`src/rtl/gs_pkg.sv`:
```
// gs_ports shared definitions: NGS I/O port numbers and status bit positions.
// Only the low address nibble is decoded, so port numbers are 4 bits wide.
package gs_pkg;

    localparam logic [3:0] GS_P_MPAGE = 4'h0;
    localparam logic [3:0] GS_P_CMD   = 4'h1;
    localparam logic [3:0] GS_P_DAT   = 4'h2;
    localparam logic [3:0] GS_P_WDAT  = 4'h3;
    localparam logic [3:0] GS_P_STAT  = 4'h4;
    localparam logic [3:0] GS_P_CCMD  = 4'h5;
    localparam logic [3:0] GS_P_SDAT  = 4'hA;
    localparam logic [3:0] GS_P_SCMD  = 4'hB;
    localparam logic [3:0] GS_P_INTC  = 4'hC;

    localparam int DATA_BIT = 7;
    localparam int CMD_BIT  = 0;

endpackage

```
`src/rtl/gs_io_strobe.sv`:
```
// Qualifies NGS Z80 I/O cycles and turns them into single-cycle
// write-start / read-end events; reads keep the port seen at read start.
module gs_io_strobe
    import gs_pkg::*;
(
    input  logic       cpu_clock,
    input  logic       rst,
    input  logic [3:0] a,
    input  logic       iorq_n,
    input  logic       rd_n,
    input  logic       wr_n,
    input  logic       m1_n,
    output logic       iord,
    output logic       wr_start,
    output logic       rd_end,
    output logic [3:0] port
);

    logic       iowr;
    logic       iord_r;
    logic       iowr_r;
    logic       armed;
    logic [3:0] port_r;

    assign iord = ~iorq_n & ~rd_n & m1_n;
    assign iowr = ~iorq_n & ~wr_n & m1_n;

    // A cycle already running when reset lifts lost its edge; wait for idle.
    always_ff @(posedge cpu_clock or posedge rst) begin
        if (rst) begin
            iord_r <= 1'b0;
            iowr_r <= 1'b0;
            armed  <= 1'b0;
            port_r <= '0;
        end else begin
            iord_r <= iord;
            iowr_r <= iowr;
            if (~iord & ~iowr)
                armed <= 1'b1;
            if (iord & ~iord_r)
                port_r <= a;
        end
    end

    assign wr_start = armed & iowr & ~iowr_r;
    assign rd_end   = armed & iord_r & ~iord;
    assign port     = wr_start ? a : port_r;

endmodule

```
`src/rtl/gs_ports.sv`:
```
// NGS-side port block: $00-$0C decode, handshake strobes, mpage register.
// Build option GS_CMD_INT_EN adds the command-bit interrupt on int_n.
module gs_ports
    import gs_pkg::*;
#(
    parameter int MPAGE_W = 6,
    parameter int INT_LEN = 32
) (
    input  logic               cpu_clock,
    input  logic               rst,
    input  logic [7:0]         a,
    input  logic               iorq_n,
    input  logic               rd_n,
    input  logic               wr_n,
    input  logic               m1_n,
    input  logic [7:0]         din,
    output logic [7:0]         dout,
    output logic               dout_oe,
    input  logic [7:0]         zx_command,
    input  logic [7:0]         zx_data_in,
    output logic [7:0]         zx_data_out,
    input  logic               data_bit,
    input  logic               command_bit,
    output logic               data_bit_in,
    output logic               command_bit_in,
    output logic               data_bit_wr,
    output logic               command_bit_wr,
    output logic [MPAGE_W-1:0] mpage,
    output logic               int_n
);

    logic       iord;
    logic       wr_start;
    logic       rd_end;
    logic [3:0] port;
    logic       unused_a;

    assign unused_a = ^a[7:4];

    gs_io_strobe u_strobe (
        .cpu_clock (cpu_clock),
        .rst       (rst),
        .a         (a[3:0]),
        .iorq_n    (iorq_n),
        .rd_n      (rd_n),
        .wr_n      (wr_n),
        .m1_n      (m1_n),
        .iord      (iord),
        .wr_start  (wr_start),
        .rd_end    (rd_end),
        .port      (port)
    );

    always_comb begin
        dout    = '0;
        dout_oe = 1'b0;
        if (iord) begin
            case (a[3:0])
                GS_P_MPAGE: begin
                    dout[MPAGE_W-1:0] = mpage;
                    dout_oe           = 1'b1;
                end
                GS_P_CMD: begin
                    dout    = zx_command;
                    dout_oe = 1'b1;
                end
                GS_P_DAT: begin
                    dout    = zx_data_in;
                    dout_oe = 1'b1;
                end
                GS_P_STAT: begin
                    dout[DATA_BIT] = data_bit;
                    dout[CMD_BIT]  = command_bit;
                    dout_oe        = 1'b1;
                end
                default: ;
            endcase
        end
    end

    // A write start outranks a coinciding read end.
    always_ff @(posedge cpu_clock or posedge rst) begin
        if (rst) begin
            mpage          <= '0;
            zx_data_out    <= '0;
            data_bit_in    <= 1'b0;
            command_bit_in <= 1'b0;
            data_bit_wr    <= 1'b0;
            command_bit_wr <= 1'b0;
        end else begin
            data_bit_wr    <= 1'b0;
            command_bit_wr <= 1'b0;
            if (wr_start) begin
                case (port)
                    GS_P_MPAGE: mpage <= din[MPAGE_W-1:0];
                    GS_P_WDAT: begin
                        zx_data_out <= din;
                        data_bit_in <= 1'b1;
                        data_bit_wr <= 1'b1;
                    end
                    GS_P_CCMD: begin
                        command_bit_in <= 1'b0;
                        command_bit_wr <= 1'b1;
                    end
                    GS_P_SDAT: begin
                        data_bit_in <= din[0];
                        data_bit_wr <= 1'b1;
                    end
                    GS_P_SCMD: begin
                        command_bit_in <= din[0];
                        command_bit_wr <= 1'b1;
                    end
                    default: ;
                endcase
            end else if (rd_end && port == GS_P_DAT) begin
                data_bit_in <= 1'b0;
                data_bit_wr <= 1'b1;
            end
        end
    end

`ifdef GS_CMD_INT_EN
    localparam int CW = $clog2(INT_LEN + 1);

    logic          int_ena;
    logic          cmd_bit_r;
    logic          int_n_r;
    logic [CW-1:0] int_cnt;
    logic [CW-1:0] int_cnt_nxt;

    // A fresh command_bit edge reloads the count, even mid-pulse.
    always_comb begin
        int_cnt_nxt = int_cnt;
        if (command_bit & ~cmd_bit_r & int_ena)
            int_cnt_nxt = CW'(INT_LEN);
        else if (int_cnt != '0)
            int_cnt_nxt = int_cnt - CW'(1);
    end

    always_ff @(posedge cpu_clock or posedge rst) begin
        if (rst) begin
            int_ena   <= 1'b0;
            cmd_bit_r <= 1'b0;
            int_cnt   <= '0;
            int_n_r   <= 1'b1;
        end else begin
            cmd_bit_r <= command_bit;
            int_cnt   <= int_cnt_nxt;
            int_n_r   <= (int_cnt_nxt == '0);
            if (wr_start && port == GS_P_INTC)
                int_ena <= din[0];
        end
    end

    assign int_n = int_n_r;
`else
    localparam int unused_int_len = INT_LEN;

    assign int_n = 1'b1;
`endif

endmodule

```
`config.mk`:
```
export PLATFORM = sky130hd
export DESIGN_NAME = gs_ports
export DESIGN_NICKNAME = d
export VERILOG_FILES = /design/src/rtl/gs_pkg.sv /design/src/rtl/gs_io_strobe.sv /design/src/rtl/gs_ports.sv
export SDC_FILE = /design/constraint.sdc
export NUM_CORES = 1
export LEC_CHECK = 0
export CORE_MARGIN = 5
export CORE_UTILIZATION = 44
export DETAILED_ROUTE_END_ITERATION = 10
export GPL_TIMING_DRIVEN = 0
export PLACE_DENSITY = 0.95
export SYNTH_ARGS = -nofsm -noshare
export SYNTH_HDL_FRONTEND = slang
export SYNTH_HIERARCHICAL = 1
export SYNTH_SLANG_ARGS = --single-unit
```
`constraint.sdc`:
```
create_clock -name cpu_clock -period 5.4 [get_ports cpu_clock]
set_input_delay 1.08 -clock cpu_clock [delete_from_list [all_inputs] [get_ports cpu_clock]]
set_output_delay 1.08 -clock cpu_clock [all_outputs]
set_load 0.05 [all_outputs]
```
==> flow_summary_export.csv, run 1 <==
group,metric,value,unit
run_status,outcome,"finished, final reports clean",
clock_tree,cts_tree,"built",
grt,grtUsageMet3,6.99,%
setup_path,crit_type,"in -> out",
setup_path,crit_path_top_delay_cell,"clkdlybuf4s50_1",
clock_tree,clk_pin_slew,0.13,ns
place,place_area,2120,um2
grt,overflow,0,
place,place_congestion,0.743,
place,pre_cts_slack,0.759,ns
detailed_routing,routed_wl,3960,um
timing,clock.fmax,0.215,GHz
synthesis,yosysUniqueCellTypes,43,
place,portBuffers,62,
timing,hold_viol,0,
clock_tree,cts.sinks,25,
timing,period_minus_slack,4.65,ns
synthesis,yosys_warnings,6,
pwr,p_leak,0.918,nW
synthesis,ys_ff_latch,25,
clock_tree,htreeDepth,1,
grt,grt_pass1_vias,1362,
timing,fin_setup_tns,0,ns
synthesis,ys_seq_area_share,43.3,%
timing,whs,0.519,ns
timing,timing.final.ws_setup,0.749,ns
clock_tree,cts-resized-gates,0,
grt,use_met1,20.3,%
finish,layout_commonest_cell,"clkdlybuf4s50_1",
finish,multiInputGateArea,754,um2
finish,design_area,2150,um2
synthesis,synth_area_per_cell,11.7,um2
clock_tree,cts_hold_buf,0,
finish,nets,230,
timing,drv_slew,0,
timing,worst_slew_margin_rel,54.6,%
detailed_routing,drt_iter0_drc,24,
setup_path,cpPeakStageDelay,0.84,ns
timing,rsz0062_at_grt,"false",
detailed_routing,avgRoutedWirePerCell,17.0,um
hold_path,worstHoldPathCells,1,
timing,finalClockSkew,0.00750,ns
hold_path,hp-class,"reg -> reg",
setup_path,startpoint_type,"primary input",
finish,ff_latch_area,626,um2
synthesis,synthCells,123,
floorplan,fp.coreArea,3100,um2
finish,final_util,69.2,%
setup_path,crit_cells,7,
setup_path,required,4.32,ns
finish,final_cell_mix,"clkdlybuf4s50_1, dfrtp_1, mux2_2",
place,dp_hpwl,3140,um
synthesis,synth_fp_nets,163,
clock_tree,post-cts-setup-buffer-count,0,
detailed_routing,drt-vias-per-instance,5.25,
timing,fin_crit_sh,86.1,%
pwr,p_per_area,360,nW/um2
timing,tightest_slew,0.680,ns
detailed_routing,firstDrtPassIters,4,
clock_tree,cts.path.max_buffers,2,
setup_path,path_cells,"clkdlybuf4s50_1 -> or3b_4 -> inv_1 -> nand2b_1 -> a211o_1 -> a21oi_1 -> clkdlybuf4s50_1",
grt,grt-busiest-layer,"met2",
setup_path,arrival,3.57,ns
floorplan,rows,20,
grt,grt_max_degree,19,
synthesis,syn_area,1450,um2
finish,drive_gt1_share,23.8,%
detailed_routing,drtAntennaViolNets,0,
setup_path,cpLargestDelayFamily,"buffers and inverters",
setup_path,critPathMaxFanout,5,
floorplan,start_util,46.6,%
pwr,peakVddDrop,0.000284,V
finish,syn_to_final_growth,48.6,%
floorplan,pin_count,68,
floorplan,dieArea,4530,um2
timing,setup_violations,0,
clock_tree,cts_inserted_buffers,3,
setup_path,endpoint_kind,"output port",
detailed_routing,vias,1223,
finish,fillers,250,
grt,grt.met2_usage,33.3,%
clock_tree,insertion_delay,0.32,ns
setup_path,path_buf_inv,3,
grt,antenna_found_initial,0,
grt,grt_pass1_wl,6420,um
detailed_routing,post-route-drc-count,0,
floorplan,die_y,67.3,um
job,cap_violations,0,
setup_path,cpMostUsedCell,"clkdlybuf4s50_1",
finish,num_antenna_cells,0,
grt,grt_usage,18.7,%
floorplan,die_w,67.3,um
setup_path,r2r_cells,5,
clock_tree,root_buffer,"clkbuf_4",
kinds of logic after synthesis:
logic type | synth area share, %
DFF | 43.3
xor gates and xnor gates | 0.606
adders and majority gates | 0.693
buffers and inverters | 4.50
other | 0.259
AOI/OAI and AO/OA | 7.53
muxes | 23.0
and+or+nand+nor | 20.1
sequential cells by signal, summed over array words and instances, names as in the netlist:
register	cells
zx_data_out	8
mpage	6
u_strobe/port_r	4
command_bit_in	1
command_bit_wr	1
data_bit_in	1
data_bit_wr	1
u_strobe/armed	1
u_strobe/iord_r	1
u_strobe/iowr_r	1
through the flow:
stage	std cells	power, mW
floorplan	123	0.538
global placement	229	0.676
detailed placement	229	0.689
CTS	233	0.776
global route	233	0.812
finish	233	0.772
power breakdown:
| part | internal, mW | leakage (nW) | switching (mW) |
|---|---|---|---|
| logic | 0.167 | 0.585 | 0.247 |
| registers | 0.237 | 0.318 | 0.0362 |
| clock network | 0.0289 | 0.0150 | 0.0557 |
| total | 0.433 | 0.918 | 0.339 |
Yosys cell counts (all sizes together):
master,number,area share [%]
nor2b,1,0.43
xor2,1,0.61
and3,1,0.52
dfrtp,25,43
nand3,1,0.35
a211oi,1,0.52
or3b,2,1.4
and3b,1,0.69
nand2b,3,2.0
maj3,1,0.69
nor3b,1,1.3
nor4,2,1.9
nand3b,6,3.1
a21oi,7,2.4
a211o,1,0.61
a32oi,1,0.61
nor3,2,1.5
nor4b,1,0.61
inv,7,1.8
or2,5,2.2
o21a,1,0.52
a2bb2oi,1,0.61
a21o,1,0.52
buf,4,2.2
nor2,3,1.9
mux2,22,18
mux2i,7,4.8
o21bai,1,0.52
nand2,8,2.3
o32ai,1,0.61
clkbuf,2,0.52
conb,1,0.26
a22o,1,0.61
final cells by class:
type,instances,share of cell area [%]
Sequential cell,25,29.1
Multi-Input combinational cell,85,35.1
Inverter,7,1.22
Clock buffer,4,1.22
Buffer,6,1.81
Timing Repair Buffer,62,28.9
Tap cell,44,2.56
routing by layer:
| metal | part of all wire [%] | vias to the layer above | routed length [um] |
|---|---|---|---|
| met3 | 8.6 | 10 | 342 |
| met5 | 0 | - | 0 |
| met2 | 52 | 47 | 2040 |
| met4 | 1.6 | 0 | 64 |
| li1 | - | 566 | - |
| met1 | 38 | 600 | 1510 |
final timing paths:
check                                    start            endpoint  slack (ns)
max in group asynchronous                  rst      command_bit_in        3.79
worst max-delay path                    iorq_n             dout[5]        0.75
worst max register to register  u_strobe/armed      zx_data_out[4]        3.17
worst min-delay path            zx_data_out[6]      zx_data_out[6]        0.52
min in group asynchronous                  rst  u_strobe/port_r[0]        1.00
worst min register to register  zx_data_out[6]      zx_data_out[6]        0.52
Power figures use the tool's default switching activity.
==> run 2: changes to the inputs <==
- ABC_AREA: not set -> 1
- CAP_MARGIN: not set -> 15
- CORE_UTILIZATION: 44 -> 45
==> flow_summary_export.csv, run 2 <==
group,metric,value,unit
synthesis,synth_edf_count,0,
synthesis,synthXorXnorAreaFrac,0,%
finish,syn_to_final_growth,45.1,%
synthesis,synth_mux_area_share,0,%
synthesis,ys_ff_latch,25,
pwr,p_per_area,302,nW/um2
synthesis,synth_area_leader_cell,"dfrtp_1",
floorplan,die_w,68.9,um
pwr,p_leak,1.12,nW
grt,grt_pass1_vias,1468,
clock_tree,cts.path.max_buffers,2,
finish,top_regs,"zx_data_out (8), mpage (6), u_strobe/port_r (4)",
synthesis,syn_area,1560,um2
grt,grt_pass1_wl,6120,um
finish,drive_gt1_share,13.0,%
setup_path,reg2reg_to,"zx_data_out[4]",
synthesis,async_flop_share,100,%
detailed_routing,firstDrtPassIters,4,
grt,grt_usage,16.8,%
timing,setup_violations,0,
finish,num_antenna_cells,0,
synthesis,yosys.area_share.adder,0,%
detailed_routing,vias,1556,
synthesis,synth_area_per_cell,7.69,um2
grt,grt_max_degree,19,
timing,period_minus_slack,4.45,ns
hold_path,worstHoldPathCells,2,
place,portBuffers,62,
setup_path,r2r_cells,12,
synthesis,yosysUniqueCellTypes,23,
place,place_congestion,0.792,
clock_tree,cts_tree,"built",
timing,clock.fmax,0.225,GHz
floorplan,pin_count,68,
floorplan,rows,21,
grt,antenna_found_initial,0,
place,dp_hpwl,3270,um
synthesis,ys_seq_area_share,40.1,%
finish,final_cell_mix,"clkdlybuf4s50_1, nand2_1, nand3_1, dfrtp_1, inv_1",
setup_path,startpoint_type,"primary input",
timing,rsz0062_at_grt,"false",
floorplan,die_y,68.9,um
synthesis,ys_dominant_reg_cell,"dfrtp_1",
finish,final_util,67.9,%
setup_path,critPathMaxFanout,10,
clock_tree,cts_inserted_buffers,3,
hold_path,holdPathEnd,"zx_data_out[3]",
floorplan,dieArea,4750,um2
job,cap_violations,0,
timing,worst_slew_margin_rel,56.3,%
detailed_routing,routed_wl,3960,um
timing,fin_crit_sh,82.4,%
clock_tree,cts-resized-gates,0,
finish,largest_register,"zx_data_out",
synthesis,yosys-top-cells-area,"dfrtp_1, nand2_1, nand3_1",
hold_path,hp-start,"zx_data_out[3]",
pwr,peakVddDrop,0.000257,V
timing,hold_viol,0,
synthesis,yosys.area.top_type_share,40.1,%
setup_path,crit_type,"in -> out",
synthesis,yosys_warnings,6,
detailed_routing,drt_iter0_drc,67,
clock_tree,root_buffer,"clkbuf_4",
synthesis,synth_compound_area_share,5.93,%
detailed_routing,drt-vias-per-instance,4.94,
finish,layout_commonest_cell,"clkdlybuf4s50_1",
synthesis,synth_top_family_by_area,"simple AND/OR/NAND/NOR gates",
grt,overflow,0,
floorplan,fp.coreArea,3340,um2
detailed_routing,avgRoutedWirePerCell,12.6,um
clock_tree,cts.sinks,25,
synthesis,synthTopCellsByCount,"nand2_1, nand3_1, dfrtp_1",
clock_tree,insertion_delay,0.31,ns
timing,drv_slew,0,
timing,fin_setup_tns,0,ns
setup_path,arrival,3.37,ns
clock_tree,post-cts-setup-buffer-count,0,
run_status,outcome,"finished, final reports clean",
finish,fillers,299,
clock_tree,clk_pin_slew,0.12,ns
finish,largest_reg_flops,8,
clock_tree,htreeDepth,1,
setup_path,r2r-start,"u_strobe/armed",
synthesis,synthCells,203,
detailed_routing,post-route-drc-count,0,
synthesis,yosysMostFrequentCell,"nand2_1",
setup_path,rrSetupSlack,3.79,ns
timing,finalClockSkew,0.00542,ns
setup_path,endpoint_kind,"output port",
synthesis,synth_fp_nets,243,
finish,nets,310,
hold_path,hp-class,"reg -> reg",
floorplan,start_util,46.8,%
clock_tree,cts_hold_buf,0,
synthesis,synth-simple-area-share,42.3,%
timing,tightest_slew,0.655,ns
detailed_routing,drtAntennaViolNets,0,
setup_path,required,4.32,ns
pwr,fin_total_pwr,683,uW
==> run 2: power breakdown <==
part	switching [mW]	internal [mW]
logic	0.222	0.120
clock network	0.0512	0.0288
registers	0.0321	0.229
total	0.305	0.378
==> run 2: cells by family after synthesis <==
group,count (synthesis)
flip-flops,25
AND/OR/NAND/NOR,126
AO/OA/AOI/OAI,14
buffers and inverters,37
other,1
==> run 2: through the flow <==
step,cell area (um2),setup WS [ns],hold slack [ns],cells
2_1_floorplan,1560,1.90,0.442,203
3_3_place_gp,2240,0.986,0.460,311
3_5_place_dp,2240,0.942,0.466,311
4_1_cts,2260,0.931,0.496,315
5_1_grt,2260,0.773,0.512,315
6_report,2260,0.952,0.491,315
==> run 2: worst max-delay path by stage <==
stage               slack [ns]   start       to
CTS                       0.93  iorq_n  dout[6]
global placement          0.99    m1_n  dout[6]
finish                    0.95  iorq_n  dout[6]
global route              0.77  iorq_n  dout[6]
detailed placement        0.94  iorq_n  dout[6]
floorplan                 1.90  iorq_n  dout[6]
==> run 2: area by class of cell <==
class / instances / area (um2) / share of cell area, %
multi-input combinational: 141 / 757 / 33.4
sequential: 25 / 626 / 27.6
tap: 46 / 57.6 / 2.54
clock buffer: 4 / 26.3 / 1.16
buffer: 9 / 72.6 / 3.20
timing repair buffer: 62 / 621 / 27.4
inverter: 28 / 105 / 4.64
==> run 2: worst max-delay path: stages <==
cell and delay, ns:
clkdlybuf4s50_1 0.53, inv_2 0.08, nand2_1 0.07, nor2_2 0.16
buf_1 0.38, inv_1 0.12, a21oi_1 0.13, clkdlybuf4s50_1 0.81
==> run 2: routing by layer <==
layer	global-route usage, %	up-vias	share of wire [%]	wire [um]
met3	2.59	5	6.9	273
met5	0	-	0	0
li1	-	795	-	-
met1	20.9	713	44	1740
met2	30.7	43	49	1930
met4	2.92	0	0.56	22
==> run 3: changes to the inputs <==
- CORE_UTILIZATION: 45 -> 42
- PLACE_DENSITY: 0.95 -> 0.9
- clock period: 5.4 -> 4.55 ns (I/O delays scaled with it)
==> flow_summary_export.csv, run 3 (synthesized netlist as in run 2, its figures left out) <==
group,metric,value,unit
finish,ff_latch_area,626,um2
setup_path,critPathMaxFanout,10,
setup_path,path_cells,"clkdlybuf4s50_1 -> inv_2 -> nand2_1 -> nor2_2 -> buf_1 -> inv_1 -> a21oi_1 -> clkdlybuf4s50_1",
setup_path,rrSetupSlack,2.94,ns
pwr,peakVddDrop,0.000324,V
setup_path,arrival,3.22,ns
timing,rsz0062_at_grt,"false",
floorplan,start_util,42.9,%
detailed_routing,drt-vias-per-instance,4.87,
setup_path,path_buf_inv,5,
clock_tree,cts_tree,"built",
finish,drive_gt1_share,13.0,%
timing,fin_setup_tns,0,ns
grt,grt_pass1_vias,1513,
finish,num_antenna_cells,0,
timing,setup_violations,0,
clock_tree,post-cts-setup-buffer-count,0,
clock_tree,clk_pin_slew,0.09,ns
finish,design_area,2290,um2
timing,worst_slew_margin_rel,56.6,%
setup_path,crit_path_top_delay_cell,"clkdlybuf4s50_1",
detailed_routing,firstDrtPassIters,4,
detailed_routing,drtAntennaViolNets,0,
timing,timing.final.ws_setup,0.422,ns
place,place_area,2240,um2
detailed_routing,vias,1544,
hold_path,hp-start,"zx_data_out[6]",
detailed_routing,routed_wl,4150,um
clock_tree,cts.path.max_buffers,2,
finish,multiInputGateArea,757,um2
finish,final_cell_mix,"clkdlybuf4s50_1, nand2_1, nand3_1, dfrtp_1, inv_1",
setup_path,cpPeakStageDelay,0.83,ns
hold_path,hp-class,"reg -> reg",
setup_path,cpLargestDelayFamily,"buffers and inverters",
clock_tree,insertion_delay,0.27,ns
clock_tree,htreeDepth,1,
detailed_routing,post-route-drc-count,0,
timing,period_minus_slack,4.13,ns
finish,syn_to_final_growth,46.5,%
floorplan,rows,22,
finish,nets,310,
finish,fillers,320,
floorplan,die_y,71.0,um
detailed_routing,avgRoutedWirePerCell,13.1,um
setup_path,cpMostUsedCell,"clkdlybuf4s50_1",
pwr,p_per_area,370,nW/um2
clock_tree,root_buffer,"clkbuf_8",
grt,overflow,0,
setup_path,crit_type,"in -> out",
pwr,p_leak,1.13,nW
floorplan,dieArea,5030,um2
clock_tree,cts_hold_buf,0,
floorplan,die_w,71.0,um
timing,finalClockSkew,0.00597,ns
setup_path,r2r-start,"u_strobe/iowr_r",
place,place_congestion,0.789,
place,portBuffers,62,
setup_path,required,3.64,ns
grt,grt_max_degree,19,
clock_tree,cts_inserted_buffers,3,
place,dp_hpwl,3240,um
timing,clock.fmax,0.242,GHz
floorplan,pin_count,68,
job,cap_violations,0,
place,pre_cts_slack,0.428,ns
timing,hold_viol,0,
clock_tree,cts.sinks,25,
hold_path,holdPathEnd,"zx_data_out[6]",
grt,antenna_found_initial,0,
setup_path,reg2reg_to,"zx_data_out[3]",
finish,largest_register,"zx_data_out",
timing,fin_crit_sh,90.7,%
timing,drv_slew,0,
run_status,outcome,"finished, final reports clean",
finish,top_regs,"zx_data_out (8), mpage (6), u_strobe/port_r (4)",
grt,grt_usage,16.9,%
finish,largest_reg_flops,8,
setup_path,startpoint_type,"primary input",
timing,tightest_slew,0.650,ns
setup_path,endpoint_kind,"output port",
clock_tree,cts-resized-gates,0,
detailed_routing,drt_iter0_drc,66,
setup_path,r2r_cells,11,
grt,grt_pass1_wl,7000,um
floorplan,fp.coreArea,3630,um2
finish,layout_commonest_cell,"clkdlybuf4s50_1",
hold_path,worstHoldPathCells,2,
[run 3: routing by layer]
layer	track usage [%]	vias to the layer above	wire length [um]	share of wire (%)
met4	6.26	0	89	2.1
met1	22.4	694	1920	46
li1	-	794	-	-
met2	28.3	47	1950	47
met5	0	-	0	0
met3	2.13	9	195	4.7
[run 3: area by class of cell]
class / instances / area share [%]
Multi-Input combinational cell: 141 / 33.1
Sequential cell: 25 / 27.4
Timing Repair Buffer: 62 / 27.1
Inverter: 28 / 4.60
Buffer: 9 / 3.17
Tap cell: 48 / 2.63
Clock buffer: 4 / 1.97
[run 3: metrics by stage]
step	utilization, %	total power, mW	hold slack (ns)	cells
after detailed placement	61.7	0.720	0.466	313
after CTS	62.9	0.851	0.489	317
after global routing	62.9	0.887	0.516	317
after floorplan	-	0.564	0.442	203
after global placement	61.7	0.715	0.461	313
final	62.9	0.846	0.485	317
[run 3: power breakdown]
part | switching (mW) | internal [mW]
Clock | 0.0681 | 0.0627
Sequential | 0.0376 | 0.272
Combinational | 0.263 | 0.143
Total | 0.368 | 0.478
[run 3: worst max path at each step]
stage	endpoint	cells after the start	start	slack, ns
detailed placement	dout[6]	8	iorq_n	0.43
global route	dout[6]	8	iorq_n	0.28
finish	dout[6]	8	iorq_n	0.42
global placement	dout[6]	7	m1_n	0.44
CTS	dout[6]	8	iorq_n	0.41
floorplan	dout[6]	6	iorq_n	1.39
[run 3: tightest hold or removal path, cell delays in order, from the launching register on]
cell and delay (ns):
dfrtp_1 0.36, nand2_1 0.05, nand2_1 0.05
